$ cat config.mk
export PLATFORM = sky130hd
export DESIGN_NAME = jump_sequencer
export DESIGN_NICKNAME = d
export VERILOG_FILES = /design/src/rtl/jump_sequencer.sv
export SDC_FILE = /design/constraint.sdc
export NUM_CORES = 1
export LEC_CHECK = 0
export ABC_CLOCK_PERIOD_IN_PS = 3000
export CAP_MARGIN = 20
export CORE_MARGIN = 2
export CORE_UTILIZATION = 26
export CTS_CLUSTER_DIAMETER = 30
export CTS_CLUSTER_SIZE = 25
export DETAILED_ROUTE_END_ITERATION = 16
export PLACE_DENSITY = 0.56
export SETUP_SLACK_MARGIN = 0.15
export SLEW_MARGIN = 40
export SYNTH_ARGS = -nofsm -noshare
export SYNTH_HDL_FRONTEND = slang
export SYNTH_SLANG_ARGS = --single-unit
export TNS_END_PERCENT = 5
$ cat constraint.sdc
create_clock -name clk -period 3 [get_ports clk]
set_clock_uncertainty 0.15 [all_clocks]
set_input_delay 0.45 -clock clk [delete_from_list [all_inputs] [get_ports clk]]
set_output_delay 0.45 -clock clk [all_outputs]
set_load 0.02 [all_outputs]
$ cat src/rtl/jump_sequencer.sv
// Game-phase controller for the doodle datapath: sequences INIT/UP/DOWN/DONE,
// and drives the platform scroll offset, the score and the landing count.
module jump_sequencer #(
    parameter int STEP        = 2,
    parameter int JUMP_HEIGHT = 100,
    parameter int SCROLL_LINE = 200,
    parameter int FLOOR_Y     = 515
) (
    input  logic       clk,
    input  logic       rst,
    input  logic       tick,
    input  logic       start,
    input  logic [9:0] ypos,
    input  logic       on_platform,
    output logic       q_I,
    output logic       q_Up,
    output logic       q_Down,
    output logic       q_Done,
    output logic       scroll_en,
    output logic [9:0] scroll_offset,
    output logic [7:0] score,
    output logic [7:0] jump_cnt
);

    // One-hot state: the phase strobes are the state bits themselves.
    localparam logic [3:0] S_INIT = 4'b0001;
    localparam logic [3:0] S_UP   = 4'b0010;
    localparam logic [3:0] S_DOWN = 4'b0100;
    localparam logic [3:0] S_DONE = 4'b1000;

    localparam logic [9:0]  LP_STEP10  = 10'(STEP);
    localparam logic [15:0] LP_STEP16  = 16'(STEP);
    localparam logic [16:0] LP_JUMP17  = 17'(JUMP_HEIGHT);
    localparam logic [9:0]  LP_SCROLL  = 10'(SCROLL_LINE);
    localparam logic [9:0]  LP_FLOOR   = 10'(FLOOR_Y);

    logic [3:0]  r_state;
    logic [15:0] r_rise_cnt;
    logic [9:0]  r_scroll_offset;
    logic [7:0]  r_score;
    logic [7:0]  r_jump_cnt;
    logic [16:0] w_rise_sum;
    logic        w_scroll;

    function automatic logic [7:0] sat_inc8(input logic [7:0] v);
        return (v == 8'hFF) ? v : v + 8'd1;
    endfunction

    assign w_rise_sum = {1'b0, r_rise_cnt} + {1'b0, LP_STEP16};
    assign w_scroll   = tick && (r_state == S_UP) && (ypos <= LP_SCROLL);

    always_ff @(posedge clk or posedge rst) begin
        if (rst) begin
            r_state         <= S_INIT;
            r_rise_cnt      <= '0;
            r_scroll_offset <= '0;
            r_score         <= '0;
            r_jump_cnt      <= '0;
        end else if (tick) begin
            case (r_state)
                S_INIT: begin
                    r_rise_cnt      <= '0;
                    r_scroll_offset <= '0;
                    r_score         <= '0;
                    r_jump_cnt      <= '0;
                    if (start) r_state <= S_UP;
                end
                S_UP: begin
                    // The offset wraps naturally at 1024; the score saturates.
                    if (w_scroll) begin
                        r_scroll_offset <= r_scroll_offset + LP_STEP10;
                        r_score         <= sat_inc8(r_score);
                    end
                    if (w_rise_sum >= LP_JUMP17) begin
                        r_rise_cnt <= '0;
                        r_state    <= S_DOWN;
                    end else begin
                        r_rise_cnt <= w_rise_sum[15:0];
                    end
                end
                S_DOWN: begin
                    // A landing takes priority over touching the floor.
                    if (on_platform) begin
                        r_rise_cnt <= '0;
                        r_jump_cnt <= sat_inc8(r_jump_cnt);
                        r_state    <= S_UP;
                    end else if (ypos >= LP_FLOOR) begin
                        r_state <= S_DONE;
                    end
                end
                S_DONE: begin
                    if (start) r_state <= S_INIT;
                end
                default: r_state <= S_INIT;
            endcase
        end
    end

    assign q_I           = r_state[0];
    assign q_Up          = r_state[1];
    assign q_Down        = r_state[2];
    assign q_Done        = r_state[3];
    assign scroll_en     = w_scroll;
    assign scroll_offset = r_scroll_offset;
    assign score         = r_score;
    assign jump_cnt      = r_jump_cnt;

endmodule

==> metrics.txt, run 1 <==
syn avg cell area=9.31 um2; Syn Nets=~300; most common flop cell mapped by yosys=dfrtp_1; Syn. warnings=0; CTS root buf=clkbuf_8; total grt overflow=0; # Max-Cap Violations=0; CP Data Arrival Time=approximately 2100 ps; CTS max path bufs=2; Logic pwr share=0.315; Critical Path Stages=4; net switching power=700 uW; chip width=103 um; Antenna Cells=0; DIE HEIGHT=103 um; Finish-stage setup viols=0; commonest non-fill, non-tap cells in the layout=clkdlybuf4s50_1, dfrtp_1, nand2_1; routed len/inst=12.8 um; Synth Cell Area=0.00257 mm2; Max Slew Vio Count=0; TritonCTS clock tree=yes; DR vias/cell=4.71; xor/xnor cell area share of the yosys netlist=0.0750; sequential area share after synthesis=0.429; top-area cell type share of the netlist area=0.419; compound-cell area share of the yosys netlist=0.119; Synth Instances=approximately 280; initial core utilization=0.265; GRT Overall Usage=0.114; final net count=340; EDFF count, synth=0; Port Buffer Count=44; pin count of the biggest net entering global routing=45; Reg power frac=0.431; status=completed; synth top area cells=dfrtp_1, xnor2_1, nand2_1; adder-cell area share of the yosys netlist=0.0195; Slew headroom=0.518; Synth Area in Simple Gates=0.307; first-pass GRT wire length=about 10000 um; PD cells=572 mW/mm2; Final min period=2720 ps; clock power share=0.254; reg2reg path depth=7; most common cell after layout, fill and taps aside=clkdlybuf4s50_1; hpwl dp=roughly 4200 um; Worst Path Buf+Inv=1; Tcrit/Tclk final=0.907; WHS=399 ps; total die area=0.0107 mm2; Sw Ratio=0.375; Placed Cells=447; drt first pass iters=6; Rows=36; Layout area overhead=27.1%; First DRT Iteration DRCs=103; GPL Wtd Cong=0.803; hold path depth=2; total core area=0.00968 mm2; Worst-Skew Late Latency=310 ps; CP max stage cell=clkdlybuf4s50_1; Seq cells post-synth=44; final hold vios=0; critical path data required time=~2400 ps; top cell type by total area after synthesis=dfrtp_1; H-tree Lvls=2; Pleak=about 0.0013 uW; main combinational cell family by area after synthesis=simple AND/OR/NAND/NOR gates; mux cell area share after synthesis=0.0132; final setup TNS=0 ps; via count=2,144; RSZ-0062 raised after global routing=false; startpoint types=flop; Int Pwr=1170 uW; Distinct cells, synth=57; CP Max Fanout=10; Clock Sinks=44; fmax=roughly 370 MHz; layout cell share with drive strength beyond 1=0.0932; DRT antenna net count=0; worst slew pin tran=just over 700 ps; critical path endpoint category=output port; initial antenna violation count=0; post-CTS setup buffer count=0; FFs w/ async S/R, synth=1.00; Hold Crit Class=flop to flop; Worst-path clk slew=100 ps; number of global-route vias before repair=2,042; Crit path max-delay family=simple AND/OR/NAND/NOR gates; critical-path cell list=nor4b_4 > nand3_1 > nor2_1 > clkdlybuf4s50_1; maximum VDD drop=~0.26 mV; io pins=46; Worst Setup Path Type=flop to output port; DRC viols=0; max incr delay on CP=630 ps; final WL=5810 um; Non-Filler Instances=455; total CTS buffers=5
==> cell families (layout without fill, tap and decap cells) <==
group / after synthesis / in the layout
and+or+nand+nor: 142 / 142
buffers and inverters: 17 / 63
muxes: 3 / 3
DFF: 44 / 44
other: 1 / 1
AOI/OAI and AO/OA: 43 / 43
adders and majority gates: 4 / 4
xor gates and xnor gates: 22 / 22
==> flip-flops by register name (all words and copies together), names as in the netlist <==
name,flops
jump_cnt,8
r_rise_cnt,15
r_state,4
score,8
scroll_offset,9
==> path summary, 6_finish.rpt <==
check                                             start                            to  slack [ps]
hold / removal             scroll_offset[9]$_DFFE_PP0P_  scroll_offset[9]$_DFFE_PP0P_         400
hold reg to reg            scroll_offset[9]$_DFFE_PP0P_  scroll_offset[9]$_DFFE_PP0P_         400
min in group asynchronous                           rst          score[6]$_DFFE_PP0P_         440
max in group asynchronous                           rst        r_state[1]$_DFFE_PP0P_        1840
setup / recovery                 r_state[3]$_DFFE_PP0P_                     scroll_en         280
setup reg to reg              r_rise_cnt[1]$_DFFE_PP0P_        r_state[2]$_DFFE_PP0P_         400
==> metrics by stage <==
stage	total power, uW	util	cell area, um2	setup slack, ps
after floorplan	1200	-	2570	665
after global placement	1400	0.325	3140	319
after detailed placement	1400	0.325	3140	323
after CTS	1880	0.337	3260	191
after global routing	1990	0.337	3270	160
final	1870	0.337	3270	279
==> area by class of cell <==
class                           instances  area [um2]
Timing Repair Buffer                   49         478
Sequential cell                        44        1100
Multi-Input combinational cell        215        1380
Inverter                                6        22.5
Clock buffer                            5        68.8
Tap cell                              133         166
Fill cell                             978        6420
Clock inverter                          3        46.3
==> power by group through the flow <==
stage / combinational, uW / sequential, uW / clock, uW
floorplan: 401 / 799 / 0
global placement: 583 / 813 / 0
detailed placement: 592 / 811 / 0
CTS: 592 / 802 / 489
global route: 661 / 819 / 508
finish: 589 / 805 / 475
==> metal layers <==
metal,global-route usage,routed length (um)
met4,0.0304,49
met1,0.155,2890
met3,0.0249,233
met2,0.184,2640
met5,0,0
==> synth_stat cells (all sizes together) (3+ instances only) <==
cell,number
nand3,17
and3,3
a21oi,7
nor2,26
nor3b,3
nor4,7
ha,4
or3,4
nand4,10
inv,6
o211ai,3
buf,7
xnor2,17
and2,9
nand2,35
dfrtp,43
nor4b,3
nor3,12
o21ai,11
clkbuf,4
nand2b,3
xor2,5
or4,3
mux2,3
==> worst register-to-register path, delay by kind of cell (launching register included) <==
family	cells	cell delay, ps
AO/OA/AOI/OAI	2	220
adder cells (fa/ha/maj)	1	300
AND/OR/NAND/NOR	3	1050
multiplexers	1	330
flip-flops	1	440
==> what timing repair did <==
item | in CTS | in global routing
endpoints found under the setup margin | 0 | 1
gates resized for setup | 0 | 2
hold buffers | 0 | 0
No activity file was read; power rests on OpenSTA's default activity.
==> run 2: changes to the inputs <==
SKIP_LAST_GASP = 1   (was unset)
==> results of run 2 <==
The final DEF is identical to that of run 1; final timing and power are the same.
